### src/rtl/mem_stage_sram_ctrl_pkg.sv
// Shared types and defaults for the MEM-stage SRAM controller.
// Word <-> half-word address mapping lives here too.
package mem_stage_sram_ctrl_pkg;

   localparam int DEF_WORD_LEN      = 32;
   localparam int DEF_ADDRESS_LEN   = 32;
   localparam int DEF_SRAM_ADDR_LEN = 18;
   localparam int DEF_SRAM_DATA_LEN = 16;
   localparam int DEF_SRAM_WAIT     = 5;
   localparam int DEF_BASE_ADDR     = 1024;
   localparam int CNT_LEN           = 4;

   typedef enum logic [2:0] {
      IDLE  = 3'd0,
      RD_LO = 3'd1,
      RD_HI = 3'd2,
      WR_LO = 3'd3,
      WR_HI = 3'd4,
      DONE  = 3'd5
   } state_t;

   // Word index inside SRAM; byte offset bits and high bits are dropped.
   function automatic logic [DEF_SRAM_ADDR_LEN-2:0] word_idx(
      input logic [DEF_ADDRESS_LEN-1:0] addr,
      input logic [DEF_ADDRESS_LEN-1:0] base
   );
      logic [DEF_ADDRESS_LEN-1:0] off;
      off = addr - base;
      return off[DEF_SRAM_ADDR_LEN:2];
   endfunction

endpackage

### src/rtl/sram_wait_counter.sv
// Cycle counter pacing each SRAM half-access.
// Wraps to zero after flagging the last cycle.
module sram_wait_counter
   import mem_stage_sram_ctrl_pkg::*;
#(
   parameter int WAIT = DEF_SRAM_WAIT
) (
   input  logic clk,
   input  logic rst,
   input  logic clr,
   input  logic en,
   output logic last
);

   logic [CNT_LEN-1:0] count;

   assign last = (count == CNT_LEN'(WAIT - 1));

   // Count busy cycles, restarting at every half-access boundary.
   always_ff @(posedge clk or negedge rst) begin
      if (!rst)
         count <= '0;
      else if (clr)
         count <= '0;
      else if (en)
         count <= last ? '0 : count + 1'b1;
   end

endmodule

### src/rtl/mem_stage_sram_ctrl.sv
// MEM stage: 32-bit load/store as two 16-bit async SRAM accesses.
// Freezes the pipeline until the access reaches DONE.
module mem_stage_sram_ctrl
   import mem_stage_sram_ctrl_pkg::*;
#(
   parameter int WORD_LEN      = DEF_WORD_LEN,
   parameter int ADDRESS_LEN   = DEF_ADDRESS_LEN,
   parameter int SRAM_ADDR_LEN = DEF_SRAM_ADDR_LEN,
   parameter int SRAM_DATA_LEN = DEF_SRAM_DATA_LEN,
   parameter int SRAM_WAIT     = DEF_SRAM_WAIT,
   parameter int BASE_ADDR     = DEF_BASE_ADDR
) (
   input  logic                     clk,
   input  logic                     rst,
   input  logic                     MEM_R_EN,
   input  logic                     MEM_W_EN,
   input  logic [ADDRESS_LEN-1:0]   ALU_Res,
   input  logic [WORD_LEN-1:0]      Val_Rm,
   output logic [WORD_LEN-1:0]      memory_out,
   output logic                     freeze,
   output logic [SRAM_ADDR_LEN-1:0] SRAM_ADDR,
   output logic                     SRAM_WE_N,
   output logic [SRAM_DATA_LEN-1:0] SRAM_DQ_OUT,
   output logic                     SRAM_DQ_OE,
   input  logic [SRAM_DATA_LEN-1:0] SRAM_DQ_IN
);

   state_t state, next_state;
   logic [SRAM_ADDR_LEN-2:0] idx_q;
   logic [WORD_LEN-1:0]      data_q;
   logic busy, last, req;

   assign req  = MEM_R_EN | MEM_W_EN;
   assign busy = (state == RD_LO) || (state == RD_HI) ||
                 (state == WR_LO) || (state == WR_HI);

   sram_wait_counter #(.WAIT(SRAM_WAIT)) u_wait (
      .clk  (clk),
      .rst  (rst),
      .clr  (!busy),
      .en   (busy),
      .last (last)
   );

   // State register; reset aborts any access in flight.
   always_ff @(posedge clk or negedge rst) begin
      if (!rst)
         state <= IDLE;
      else
         state <= next_state;
   end

   // Sequence the two halves; reads win over simultaneous writes.
   always_comb begin
      next_state = state;
      unique case (state)
         IDLE:    if (MEM_R_EN)      next_state = RD_LO;
                  else if (MEM_W_EN) next_state = WR_LO;
         RD_LO:   if (last) next_state = RD_HI;
         RD_HI:   if (last) next_state = DONE;
         WR_LO:   if (last) next_state = WR_HI;
         WR_HI:   if (last) next_state = DONE;
         DONE:    next_state = IDLE;
         default: next_state = IDLE;
      endcase
   end

   // Capture address and store data when an access is accepted.
   always_ff @(posedge clk or negedge rst) begin
      if (!rst) begin
         idx_q  <= '0;
         data_q <= '0;
      end else if (state == IDLE && req) begin
         idx_q  <= word_idx(ALU_Res, ADDRESS_LEN'(BASE_ADDR));
         data_q <= Val_Rm;
      end
   end

   // Assemble the loaded word on the last cycle of each read half.
   always_ff @(posedge clk or negedge rst) begin
      if (!rst)
         memory_out <= '0;
      else if (state == RD_LO && last)
         memory_out[SRAM_DATA_LEN-1:0] <= SRAM_DQ_IN;
      else if (state == RD_HI && last)
         memory_out[WORD_LEN-1:SRAM_DATA_LEN] <= SRAM_DQ_IN;
   end

   // Bus drive and stall; WE_N rises on the last cycle to hold data.
   always_comb begin
      SRAM_ADDR   = '0;
      SRAM_WE_N   = 1'b1;
      SRAM_DQ_OE  = 1'b0;
      SRAM_DQ_OUT = '0;
      freeze      = 1'b0;
      unique case (state)
         IDLE: freeze = rst & req;
         RD_LO: begin
            SRAM_ADDR = {idx_q, 1'b0};
            freeze    = 1'b1;
         end
         RD_HI: begin
            SRAM_ADDR = {idx_q, 1'b1};
            freeze    = 1'b1;
         end
         WR_LO: begin
            SRAM_ADDR   = {idx_q, 1'b0};
            SRAM_DQ_OE  = 1'b1;
            SRAM_DQ_OUT = data_q[SRAM_DATA_LEN-1:0];
            SRAM_WE_N   = last;
            freeze      = 1'b1;
         end
         WR_HI: begin
            SRAM_ADDR   = {idx_q, 1'b1};
            SRAM_DQ_OE  = 1'b1;
            SRAM_DQ_OUT = data_q[WORD_LEN-1:SRAM_DATA_LEN];
            SRAM_WE_N   = last;
            freeze      = 1'b1;
         end
         DONE: freeze = 1'b0;
         default: freeze = 1'b0;
      endcase
   end

endmodule

### config.mk
export PLATFORM = sky130hd
export DESIGN_NAME = mem_stage_sram_ctrl
export DESIGN_NICKNAME = d
export VERILOG_FILES = /design/src/rtl/mem_stage_sram_ctrl_pkg.sv /design/src/rtl/sram_wait_counter.sv /design/src/rtl/mem_stage_sram_ctrl.sv
export SDC_FILE = /design/constraint.sdc
export NUM_CORES = 1
export LEC_CHECK = 0
export CAP_MARGIN = 20
export CORE_MARGIN = 1.5
export CORE_UTILIZATION = 43
export DETAILED_ROUTE_END_ITERATION = 6
export GPL_TIMING_DRIVEN = 0
export PLACE_DENSITY = 0.79
export SYNTH_ARGS = -nofsm -noshare
export SYNTH_HDL_FRONTEND = slang
export SYNTH_SLANG_ARGS = --single-unit
### constraint.sdc
create_clock -name clk -period 4.6 [get_ports clk]
set_input_delay 0.92 -clock clk [delete_from_list [all_inputs] [get_ports clk]]
set_output_delay 0.92 -clock clk [all_outputs]
set_load 0.05 [all_outputs]
==> results of run 1 <==
==> cells by family (layout without fill, tap and decap cells) <==
logic type | after synthesis | in the layout
buffers and inverters | 25 | 177
AOI/OAI and AO/OA | 32 | 32
adders and majority gates | 3 | 3
muxes | 32 | 32
DFF | 88 | 88
xor gates and xnor gates | 9 | 9
and+or+nand+nor | 179 | 179
==> path summary, 6_finish.rpt <==
path | to | slack (ps) | startpoint | cells past startpoint
setup / recovery | freeze | 740 | MEM_W_EN | 5
hold reg to reg | idx_q[6]$_DFFE_PN0P_ | 470 | idx_q[6]$_DFFE_PN0P_ | 2
setup reg to reg | memory_out[24]$_DFFE_PN0P_ | 2750 | u_wait.count[0]$_DFF_PN0_ | 7
hold / removal | idx_q[6]$_DFFE_PN0P_ | 470 | idx_q[6]$_DFFE_PN0P_ | 2
max in group asynchronous | data_q[0]$_DFFE_PN0P_ | 3440 | rst | 2
min in group asynchronous | memory_out[7]$_DFFE_PN0P_ | 540 | rst | 1
==> area by class of cell <==
type / count / area [sq um] / share of cell area
well taps: 108 / 135 / 0.0238
clock inverters: 4 / 70.1 / 0.0123
repair buffers: 138 / 1400 / 0.246
inverters: 4 / 15.0 / 0.00264
plain buffers: 21 / 149 / 0.0262
clock buffers: 10 / 138 / 0.0242
multi-input cells: 255 / 1570 / 0.277
flip-flops and latches: 88 / 2200 / 0.388
==> per-layer routing <==
metal / part of all wire / vias up
met4: 0.0059 / 0
met5: 0 / -
met2: 0.48 / 109
li1: - / 1500
met3: 0.072 / 5
met1: 0.44 / 1461
==> power by group through the flow <==
stage | clock (mW) | combinational, mW | sequential, mW
finish | 0.566 | 2.86 | 1.35
global placement | 0 | 2.83 | 1.35
detailed placement | 0 | 2.88 | 1.37
global route | 0.619 | 3.02 | 1.40
CTS | 0.580 | 2.88 | 1.35
floorplan | 0 | 1.45 | 1.84
==> worst min-delay path, delay by kind of cell (launching register included) <==
family,cells,cell delay [ps]
DFF,1,340
and+or+nand+nor,2,100
==> synthesized netlist by cell type (all sizes together) <==
cell / number
nand2: 132
dfrtp: 88
mux2: 32
and2: 19
a22o: 16
buf: 14
nor2: 9
o21ai: 8
clkbuf: 7
xnor2: 6
inv: 4
ha: 3
nand3: 3
nand3b: 3
xor2: 3
a211oi: 2
a21o: 2
and3: 2
and3b: 2
nor3b: 2
nor4: 2
or4: 2
a21oi: 1
a31oi: 1
nor2b: 1
nor3: 1
o311ai: 1
o31ai: 1
or2: 1
==> registers in the layout, summed over array words and instances (netlist names) <==
signal,flops
memory_out,32
state,3
data_q,32
u_wait.count,4
idx_q,17
==> stage by stage <==
stage,TNS [ps],hold WS [ps],cell area [sq um]
detailed placement,0,455,5470
CTS,0,475,5680
finish,0,468,5680
global route,0,498,5680
floorplan,0,437,3940
global placement,-48310,451,5450
==> key figures, run 1 <==
Status
  • Status: finished, violations left
  • Failing checks: DRC

Route
  • Via count: 3075
  • 1st-iter DRT viols: 110
  • 1st-pass router iterations: 7
  • Final WL: 9.37 mm
  • Vias per cell: 4.90
  • Routed Antenna Nets: 0
  • Wire per inst: 14.9 um
  • # DRC: 13

Timing
  • Slew @ Worst Pin: 561 ps
  • Final hold vios: 0
  • Count of final setup violators: 0
  • Fin. max-slew vios: 0
  • Fin crit period: 3860 ps
  • Final worst path period share: 0.838
  • Clk_skew: 8.44 ps
  • Final setup margin: 744 ps
  • RSZ-0062 raised after global routing: false
  • Slew HR: 0.623
  • Achievable frequency: 259 MHz

Worst setup path
  • CP bufs+invs: 2
  • CP delay by family, top: buffers and inverters
  • Worst Setup End Kind: output pin
  • Nature of the critical path startpoint: input port
  • Crit path max fanout: 7
  • CP required: 3680 ps
  • Most common cell on crit path: clkdlybuf4s50_1
  • WP data arrival: 2940 ps
  • Critical-path cell list: clkdlybuf4s50_1 -> nor2_1 -> nor4_4 -> a21o_1 -> clkdlybuf4s50_1
  • CP peak stage delay: 790 ps
  • Crit Path Class: input port to output pin
  • Crit-path slowest cell: clkdlybuf4s50_1

GRT
  • Met3 Usage GRT: 0.0461
  • Largest net degree at the start of global routing: 56
  • Met1 global-route usage: 0.259
  • Initial antenna violation count: 0
  • First-pass GRT wire length: 15.1 mm
  • Met2 usage: 0.330
  • Busiest layer in global routing: met2
  • Via count of the first global-routing pass: 3149
  • Total congestion overflow: 0
  • Overall routing resource usage: 0.197

Final layout
  • Fin util: 0.645
  • Most frequent cells in the layout: clkdlybuf4s50_1 (136), nand2_1 (132), dfrtp_1 (88)
  • # nets final: 604
  • Commonest non-fill, non-tap cell in the layout: clkdlybuf4s50_1
  • Antenna diodes: 0
  • Share of cells above drive strength 1: 0.121
  • Non-Filler Instances: 628
  • Fillers: 713
  • Area growth syn-to-layout: 44.2%

Synthesis
  • Yosys Warn Count: 0
  • Synth cell types: 33
  • Area share of fa/ha/maj cells after synthesis: 0.00953
  • Main combinational cell family by area after synthesis: simple AND/OR/NAND/NOR gates
  • Mux cell area share after synthesis: 0.0915
  • Cells after synthesis: 368
  • #FFs+latches synth: 88
  • Post-synth top area cell: dfrtp_1
  • Top cells by area, synth: dfrtp_1 (56%), nand2_1 (13%), mux2_2 (6.9%)
  • Simple-gate share of the synthesized area: 0.218
  • Xor and xnor area share after synthesis: 0.0200
  • Syn Std Cell Area: 3940 sq um
  • Syn avg cell area: 10.7 sq um
  • Top cell type's share of synthesized area: 0.559
  • Mapped Nets: 455
  • Post-synthesis compound-gate area fraction: 0.0604
  • Sequential element share of the synthesized area: 0.559

CTS
  • Post-CTS sizing: 0
  • H-tree lvl count: 3
  • Root Driver: clkbuf_8
  • Num CTS Buffers: 9
  • Clock sinks: 88
  • Clock Tree Buf Depth: 2
  • Post-CTS Hold Fix Bufs: 0
  • Reg clk slew, reported paths: 80 ps
  • Worst-skew pair later-pin latency: 340 ps
  • Setup Fix Bufs, Post-CTS: 0
  • CTS tree: done

Power and ir drop
  • Cell internal pwr: 2.50 mW
  • Gate power share: 0.599
  • Leakage power total: 2.62 nW
  • Net Sw Power: 2.27 mW
  • Power Density: 841 nW/um^2
  • Switching Share: 0.475
  • Peak VDD IR: 0.511 mV
  • Reg power frac: 0.283
  • Clock power share: 0.118
  • Pwr Total: 4.77 mW

Die
  • Chip Height: 98.7 um
  • Ports: 153
  • Die width: 98.7 um
  • Rows: 34
  • Die area: 9740 sq um
  • Core area: 8810 sq um
  • Initial Util: 0.447

Run
  • Maxcap violations: 0

Placed design
  • Number of port buffers: 137
  • DP Worst Slack: 733 ps
  • HPWL Detailed: 7.00 mm
  • Placed Cells: 614
  • RD Place Congestion: 0.759

Worst hold path
  • Type of the worst min-delay path: flop to flop
Note: power is estimated with default switching activity, not from simulation.
==> inputs of run 2 (changes only) <==
clock period = 3.7 ns   (was 4.6 ns; I/O delays follow)
==> results of run 2 <==
The final DEF is identical to that of run 1. Status: finished, violations left: DRC.
Among the figures that moved: setup slack after placement 733 ps -> 193 ps; setup slack after layout 744 ps -> 173 ps; hold slack 468 ps -> 358 ps; start point of the critical path MEM_W_EN -> state[2]$_DFFE_PN0P_; end point of the critical path freeze -> SRAM_DQ_OUT[13]; register-to-register setup slack 2750 ps -> 1850 ps; total power 4.77 mW -> 5.93 mW; worst IR drop on VDD 0.511 mV -> 0.635 mV
==> inputs of run 3 (changes only) <==
REMOVE_ABC_BUFFERS = 1   (was default)
==> run 3 against run 2 <==
Compared with the run above:
- the flow still finishes with violations (DRC)
- setup slack lost 43 ps
- clock power rose by 5.8%
- register-to-register slack gained 40 ps
- core utilization decreased by 0.92 points
- total power down 0.50%
- first-iteration DRC count decreased by 19%
- combinational power is 3% lower
- maximum frequency down 1.2%
- count of clock-buffer cells in the layout shrank 1
- sequential power grew 2%
- design area fell by 1.4%
- sequential cell count unchanged
==> key figures, run 3 (synthesized netlist as in run 1, its figures left out) <==
Route
  • Final WL: 8.86 mm (-5.4%)
  • # DRC: 16 (+3)
  • Via count: 3016 (-1.9%)
  • Wire per inst: 14.5 um (-3.0%)
  • Vias per cell: 4.93 (+0.65%)
  • Routed Antenna Nets: 0 (unchanged)
  • 1st-iter DRT viols: 89 (-19%)
  • 1st-pass router iterations: 7 (unchanged)

Die
  • Die area: 9740 sq um (unchanged)
  • Ports: 153 (unchanged)
  • Initial Util: 0.447 (unchanged)
  • Die width: 98.7 um (unchanged)
  • Core area: 8810 sq um (unchanged)
  • Rows: 34 (unchanged)
  • Chip Height: 98.7 um (unchanged)

Placed design
  • Dpl cell area: 5360 sq um (-2.0%)
  • Number of port buffers: 137 (unchanged)
  • Placed Cells: 596 (-2.9%)
  • DP Worst Slack: 169 ps
  • RD Place Congestion: 0.753 (-0.90%)
  • HPWL Detailed: 6.38 mm (-8.9%)

CTS
  • Setup Fix Bufs, Post-CTS: 0 (unchanged)
  • Reg clk slew, reported paths: 90 ps (about the same)
  • H-tree lvl count: 3 (unchanged)
  • Num CTS Buffers: 9 (unchanged)
  • Clock sinks: 88 (unchanged)
  • Post-CTS Hold Fix Bufs: 0 (unchanged)
  • CTS tree: done
  • Root Driver: clkbuf_8
  • Worst-skew pair later-pin latency: 350 ps (about the same)
  • Clock Tree Buf Depth: 2 (unchanged)

Power and ir drop
  • Pwr Total: 5.91 mW
  • Peak VDD IR: 0.554 mV
  • Power Density: 1060 nW/um^2
  • Leakage power total: 2.56 nW (-2.4%)

GRT
  • First-pass GRT wire length: 14.7 mm (-3.0%)
  • Total congestion overflow: 0 (unchanged)
  • Via count of the first global-routing pass: 3103 (-1.5%)
  • Initial antenna violation count: 0 (unchanged)
  • Overall routing resource usage: 0.191 (-0.00575)
  • Largest net degree at the start of global routing: 57 (+1.8%)

Final layout
  • Fin util: 0.636 (-0.00924)
  • Largest regs: data_q (32), memory_out (32), idx_q (17)
  • Antenna diodes: 0 (unchanged)
  • Non-Filler Instances: 612 (-2.5%)
  • Share of cells above drive strength 1: 0.111 (-0.0100)
  • Most frequent cells in the layout: clkdlybuf4s50_1 (136), nand2_1 (132), dfrtp_1 (88)
  • # nets final: 586 (-3.0%)
  • Final instance area: 5600 sq um (-1.4%)
  • Commonest non-fill, non-tap cell in the layout: clkdlybuf4s50_1
  • Area growth syn-to-layout: 42.1%

Worst setup path
  • Crit path from: state[2]$_DFFE_PN0P_
  • Critical R2R Launch: u_wait.count[0]$_DFF_PN0_
  • Crit Path Class: flop to output pin
  • WP data arrival: 2830 ps
  • CP required: 2960 ps
  • Nature of the critical path startpoint: flop
  • Crit path max fanout: 17
  • Worst Setup End Kind: output pin

Run
  • Maxcap violations: 0 (unchanged)

Timing
  • Post-Route Setup TNS: 0 ps (unchanged)
  • Achievable frequency: 280 MHz
  • Slew HR: 0.488 (-0.136)
  • Final worst path period share: 0.965
  • Clk_skew: 10.8 ps (+2.38 ps)
  • Final setup margin: 130 ps
  • Fin. max-slew vios: 0 (unchanged)
  • Final hold vios: 0 (unchanged)
  • RSZ-0062 raised after global routing: false
  • Hold slack: 341 ps
  • Fin crit period: 3570 ps
  • Slew @ Worst Pin: 768 ps (+208 ps)
  • Count of final setup violators: 0 (unchanged)

Status
  • Status: finished, violations left
  • Failing checks: DRC

Worst hold path
  • Type of the worst min-delay path: input port to async pin
-- run 3: cell types whose count changed in the layout (fill, tap and decap cells not counted), moves of 2 or more --
| cell | change |
|---|---|
| clkinvlp_4 | +2 |
| buf_6 | -7 |
| inv_6 | +3 |
| buf_8 | +2 |
| clkinv_2 | -2 |
| clkbuf_1 | -7 |
| buf_2 | -5 |
-- run 3: critical path, cell delays in order (launching register included) --
cell,delay (ps)
dfrtp_1,670
and3b_1,490
or2_2,420
nand2_1,80
clkdlybuf4s50_1,810
-- run 3: final cells by class --
cell class,count,area (sq um)
Fill cell,752,3210
Timing Repair Buffer,141,1440
Multi-Input combinational cell,255,1580
Clock inverter,7,101
Inverter,4,15.0
Tap cell,108,135
Clock buffer,9,124
Sequential cell,88,2200
-- run 3: worst paths after layout --
check	end	slack [ps]	cells past startpoint
max in group asynchronous	data_q[23]$_DFFE_PN0P_	2750	2
min in group clk	idx_q[2]$_DFFE_PN0P_	470	2
max reg2reg	memory_out[28]$_DFFE_PN0P_	1890	6
min	memory_out[12]$_DFFE_PN0P_	340	1
min reg2reg	idx_q[2]$_DFFE_PN0P_	470	2
max	SRAM_WE_N	130	4
-- run 3: timing repair --
item / 4_1_cts / 5_1_grt
endpoints found under the hold margin: 0 / 0
resized for setup: 1 / 1
endpoints found under the setup margin: 2 / 16
gates cloned: 0 / 0
-- run 3: per-layer routing --
metal / up-vias / global-route usage / routed length (um)
li1: 1464 / - / -
met1: 1444 / 0.252 / 4040
met2: 106 / 0.322 / 4220
met3: 2 / 0.0333 / 580
met4: 0 / 0.0670 / 21
met5: - / 0 / 0
-- run 3: power by group --
| group | total [mW] | internal [mW] | leakage (nW) | switching [mW] |
|---|---|---|---|---|
| sequential | 1.72 | 1.43 | 1.07 | 0.287 |
| clock | 0.744 | 0.388 | 0.107 | 0.357 |
| combinational | 3.44 | 1.24 | 1.39 | 2.20 |
==> edit 1 (config.mk and constraints of run 1) <==
Encoding of `state_t`: now one-hot (6 bits for 6 states).
--- a/src/rtl/mem_stage_sram_ctrl_pkg.sv
+++ b/src/rtl/mem_stage_sram_ctrl_pkg.sv
@@ -10,13 +10,13 @@
    localparam int DEF_BASE_ADDR     = 1024;
    localparam int CNT_LEN           = 4;
 
-   typedef enum logic [2:0] {
-      IDLE  = 3'd0,
-      RD_LO = 3'd1,
-      RD_HI = 3'd2,
-      WR_LO = 3'd3,
-      WR_HI = 3'd4,
-      DONE  = 3'd5
+   typedef enum logic [5:0] {
+      IDLE  = 6'b000001,
+      RD_LO = 6'b000010,
+      RD_HI = 6'b000100,
+      WR_LO = 6'b001000,
+      WR_HI = 6'b010000,
+      DONE  = 6'b100000
    } state_t;
 
    // Word index inside SRAM; byte offset bits and high bits are dropped.
Formal check against the unedited RTL: same outputs for any inputs over 10 cycles, from zero or initial values and one cycle with rst low; not proved beyond that.
==> edit 1 against run 1 <==
- via count increased by 5.7%
- cell count rose by 4.8%
- cell area is 2.9% higher
- synthesized area up 3.7%
- wire length is 6.0% higher
- clock skew grew 0.015 ns
- sequential cell count is 3 higher
- worst setup slack lost 0.29 ns
- critical endpoint is now SRAM_DQ_OUT[8]
Power is not compared: it rests on default switching activity, and its combinational part moved more than twofold at a synthesized area within 25%.
==> edit 1: results (changes against run 1) <==
metric,value,unit,change
Worst Skew,0.0235,ns,was 0.00844 ns
r2r startpoint,state[2]$_DFFE_PN0P_,,was u_wait.count[0]$_DFF_PN0_
via density per instance,4.94,,was 4.90
Overall Global Routing Usage,20.6,%,was 19.7%
post-CTS setup repair buffer count,0,,unchanged
final WL,9930,µm,was 9370 µm
worst hold path startpoint,idx_q[4]$_DFFE_PN0P_,,was idx_q[6]$_DFFE_PN0P_
Antenna Cells,0,,unchanged
Largest regs,"data_q: 32 flops, memory_out: 32 flops, idx_q: 17 flops",,unchanged
FF-to-FF setup slack,2.45,ns,was 2.75 ns
Pleak,2.71,nW,
Post-synth ARST share,100,%,unchanged
Root Buffer,clkbuf_8,,unchanged
CTS H-tree depth,3,,unchanged
CTS resizes,0,,unchanged
1st-iter DRT viols,86,,was 110
initial antenna violation count,0,,unchanged
cells on worst reg2reg path,4,,was 7
vias in the first global route,3373,,was 3149
Max VDD drop,0.250,mV,
commonest cells in the synthesized netlist,"nand2_1 (131), dfrtp_1 (90), and2_1 (21)",,"was nand2_1 (132), dfrtp_1 (88), mux2_2 (24)"
Reg-to-Reg End,state[4]$_DFFE_PN0P_,,was memory_out[24]$_DFFE_PN0P_
"Seq/Total Area, Yosys",55.8,%,was 55.9%
layout cell share with drive strength beyond 1,12.5,%,was 12.1%
Hold Path End,idx_q[4]$_DFFE_PN0P_,,was idx_q[6]$_DFFE_PN0P_
"critical path fanouts, max",10,,was 7
synth warn,0,,unchanged
port bufs,137,,unchanged
Yosys cell types,44,,was 33
CP top delay family,simple AND/OR/NAND/NOR gates,,was buffers and inverters
"Net Count, Synth",462,,was 455
DRT Pass-1 Iters,4,,was 7
DPL Wire Length,7230,µm,was 7000 µm
Clock Latency Late Sink,0.36,ns,was 0.34 ns
Worst Max-Slew Pin Slew,0.659,ns,was 0.561 ns
post-place instance area,0.00564,mm²,was 0.00547 mm²
first-pass GRT wire length,16200,µm,was 15100 µm
gpl congestion,0.814,,was 0.759
Clock Tree Buf Depth,2,,unchanged
nets@finish,611,,was 604
Worst EP arrival,3.22,ns,was 2.94 ns
ranking of synthesized cells by area,"dfrtp_1 (55%), nand2_1 (12%), mux2_4 (7.4%)",,"was dfrtp_1 (56%), nand2_1 (13%), mux2_2 (6.9%)"
"slowest stage delay, CP",0.82,ns,was 0.79 ns
largest net degree at the start of global routing,53,,was 56
status,completed,,"was complete, but fails checks"
## edit 1: changes by cell type after synthesis, moves of 3 or more
cell and change:
buf_2 -4, buf_6 -7, clkbuf_1 +7, mux2_1 -8, mux2_2 -11, mux2_4 +20, nand3b_4 -3
## edit 1: area by class of cell
class                   count  area (µm²)
fillers                   778        3400
flip-flops and latches     91        2280
multi-input cells         259        1670
repair buffers            138        1400
well taps                 129         161
clock buffers              10         128
plain buffers              19         116
clock inverters             6        72.6
inverters                   6        22.5
## edit 1: worst max path at each step
stage | start | endpoint | slack (ns)
global route | state[5]$_DFFE_PN0P_ | SRAM_DQ_OUT[1] | 0.28
CTS | state[5]$_DFFE_PN0P_ | SRAM_DQ_OUT[1] | 0.44
global placement | rst | freeze | -1.80
detailed placement | state[4]$_DFFE_PN0P_ | SRAM_DQ_OUT[1] | 0.86
floorplan | state[4]$_DFFE_PN0P_ | SRAM_WE_N | 1.63
finish | state[5]$_DFFE_PN0P_ | SRAM_DQ_OUT[8] | 0.46
## edit 1: cells by family (layout without fill, tap and decap cells)
group | count (synthesis) | after routing | share of synthesized area (%)
mux | 33 | 33 | 10.9
buf+inv | 25 | 179 | 3.40
simple gates | 181 | 181 | 20.7
compound gates | 33 | 33 | 6.28
xor+xnor | 9 | 9 | 1.93
fa+ha+maj | 3 | 3 | 0.919
flops | 91 | 91 | 55.8
## edit 1: worst register-to-register path: stages, from the launching register on
cell and delay [ns]:
dfrtp_1 0.47, nor4b_1 0.46, a211oi_1 0.14, nor4_2 0.56, mux2_2 0.40
## edit 1: metrics by stage
step | utilization, % | worst slack [ns] | total power (W) | std cells | hold WS, ns
CTS | 63.2 | 0.443 | 0.00290 | 658 | 0.476
global placement | 60.8 | -1.80 | 0.00229 | 641 | 0.451
detailed placement | 61.1 | 0.856 | 0.00234 | 642 | 0.457
global route | 63.2 | 0.283 | 0.00306 | 658 | 0.492
floorplan | - | 1.63 | 0.00193 | 375 | 0.437
finish | 63.2 | 0.457 | 0.00287 | 658 | 0.471
## edit 1: metal layers
layer  global-route usage [%]  part of all wire [%]  routed length (µm)  up-vias
li1                         -                     -                   -     1544
met1                     26.5                    45                4450     1555
met2                     34.3                    47                4700      125
met3                     4.37                   5.7                 566       26
met4                     7.37                   2.2                 223        0
met5                        0                     0                   0        -
## edit 1: power by group
group / switching, W / total, W / internal [W]
logic: 0.000718 / 0.00112 / 0.000407
clock network: 0.000297 / 0.000555 / 0.000257
registers: 0.000144 / 0.00119 / 0.00105
==> edit 2 (flow settings as in run 1) <==
Made on the original files. Put one more register stage on the output `memory_out`. The value now appears one clock later. The other outputs are not delayed to match.
--- a/src/rtl/mem_stage_sram_ctrl.sv
+++ b/src/rtl/mem_stage_sram_ctrl.sv
@@ -24,6 +24,8 @@
    output logic                     SRAM_DQ_OE,
    input  logic [SRAM_DATA_LEN-1:0] SRAM_DQ_IN
 );
+
+   logic [WORD_LEN-1:0] memory_s0;
 
    state_t state, next_state;
    logic [SRAM_ADDR_LEN-2:0] idx_q;
@@ -79,11 +81,11 @@
    // Assemble the loaded word on the last cycle of each read half.
    always_ff @(posedge clk or negedge rst) begin
       if (!rst)
-         memory_out <= '0;
+         memory_s0 <= '0;
       else if (state == RD_LO && last)
-         memory_out[SRAM_DATA_LEN-1:0] <= SRAM_DQ_IN;
+         memory_s0[SRAM_DATA_LEN-1:0] <= SRAM_DQ_IN;
       else if (state == RD_HI && last)
-         memory_out[WORD_LEN-1:SRAM_DATA_LEN] <= SRAM_DQ_IN;
+         memory_s0[WORD_LEN-1:SRAM_DATA_LEN] <= SRAM_DQ_IN;
    end
 
    // Bus drive and stall; WE_N rises on the last cycle to hold data.
@@ -122,5 +124,9 @@
       endcase
    end
 
+   always_ff @(posedge clk) begin
+      memory_out <= memory_s0;
+   end
+
 endmodule
 
Behaviour: not the same (a bounded check fails within 10 cycles, from zero or initial values and one cycle with rst low).
==> edit 2 against run 1 <==
- worst hold slack lost 0.11 ns
- wire length grew 11%
- sequential share of layout area grew 3.3 points
- worst setup slack lost 0.024 ns
- utilization grew 0.88 points
- cell area grew 19%
- sequential power grew 35%
- synthesized area grew 16%
- via count grew 10%
- sequential cell count grew 32
- power grew 26%
- clock power grew 130%
- critical path depth grew 1
==> edit 2: results (changes against run 1) <==
metric,value,unit,change
Seq area share,42.1,%,was 38.8%
"Seq/Total Area, Yosys",62.1,%,was 55.9%
largest net degree at the start of global routing,50,,was 56
Post-Synth Adder-Cell Area,0.820,%,was 0.953%
Post-synth ARST share,73.3,%,was 100%
first-pass GRT wire length,17100,µm,was 15100 µm
status,completed,,"was complete, but fails checks"
gpl congestion,0.759,,about the same
clk slew on worst S/H paths,0.06,ns,was 0.08 ns
Compound-Gate Fraction of Synth Area,5.19,%,was 6.04%
syn_area_per_cell,11.4,µm²,was 10.7 µm²
"critical path fanouts, max",10,,was 7
grt met3 use,4.90,%,was 4.61%
nets@finish,644,,was 604
ranking of synthesized cells by area,"dfrtp_1 (48%), dfxtp_1 (14%), nand2_1 (11%)",,"was dfrtp_1 (56%), nand2_1 (13%), mux2_2 (6.9%)"
Pleak,3.07,nW,was 2.62 nW
Non-clock buffering overhead,22.9,%,was 27.2%
Max VDD drop,0.429,mV,was 0.511 mV
Worst slew margin,62.2,%,was 62.3%
GR Layer Usage met1,25.3,%,was 25.9%
FF+latch count,120,,was 88
WL met3,578,µm,was 678 µm
Seq power,0.00182,W,was 0.00135 W
Crit Path Category,reg2out,,was in2out
FMAX,258,MHz,was 259 MHz
Post-Place Cells,674,,was 614
"slowest stage delay, CP",0.84,ns,was 0.79 ns
FF+latch area,0.00284,mm²,was 0.00220 mm²
Sw Pwr,0.00257,W,was 0.00227 W
Power Density,891,mW/mm²,was 841 mW/mm²
Overall Global Routing Usage,19.7,%,about the same
Worst Skew,0.0162,ns,was 0.00844 ns
clock network share of area,8.92,%,was 3.66%
GR Util met2,32.4,%,was 33.0%
Fillers,798,,was 713
vias in the first global route,3492,,was 3149
CTS H-tree depth,4,,was 3
Synth Area in XOR/XNOR,1.72,%,was 2.00%
fin cells,706,,was 628
Largest regs,"data_q: 32 flops, memory_out: 32 flops, memory_s0: 32 flops",,"was data_q: 32 flops, memory_out: 32 flops, idx_q: 17 flops"
Yosys cell types,34,,was 33
layout cell share with drive strength beyond 1,14.0,%,was 12.1%
post-place instance area,0.00615,mm²,was 0.00547 mm²
mux cell area share after synthesis,7.87,%,was 9.15%
Worst EP arrival,2.96,ns,was 2.94 ns
combinational power share,47.7,%,was 59.9%
commonest cells in the synthesized netlist,"nand2_1 (132), dfrtp_1 (88), dfxtp_1 (32)",,"was nand2_1 (132), dfrtp_1 (88), mux2_2 (24)"
1st-iter DRT viols,142,,was 110
via density per instance,4.80,,was 4.90
FP Rows,37,,was 34
edit 2: cell count changes after synthesis:
cell,run 1,this run
dfxtp_1,0,32
edit 2: path summary, 6_finish.rpt:
kind / from / end / slack (ns) / cells past startpoint
max: state[2]$_DFFE_PN0P_ / SRAM_DQ_OUT[12] / 0.72 / 6
min: memory_s0[19]$_DFFE_PN0P_ / memory_out[19]$_DFF_P_ / 0.36 / 0
max reg2reg: u_wait.count[0]$_DFF_PN0_ / memory_s0[29]$_DFFE_PN0P_ / 2.76 / 7
min reg2reg: memory_s0[19]$_DFFE_PN0P_ / memory_out[19]$_DFF_P_ / 0.36 / 0
max in group asynchronous: rst / data_q[10]$_DFFE_PN0P_ / 3.56 / 2
min in group asynchronous: rst / memory_s0[14]$_DFFE_PN0P_ / 0.40 / 1
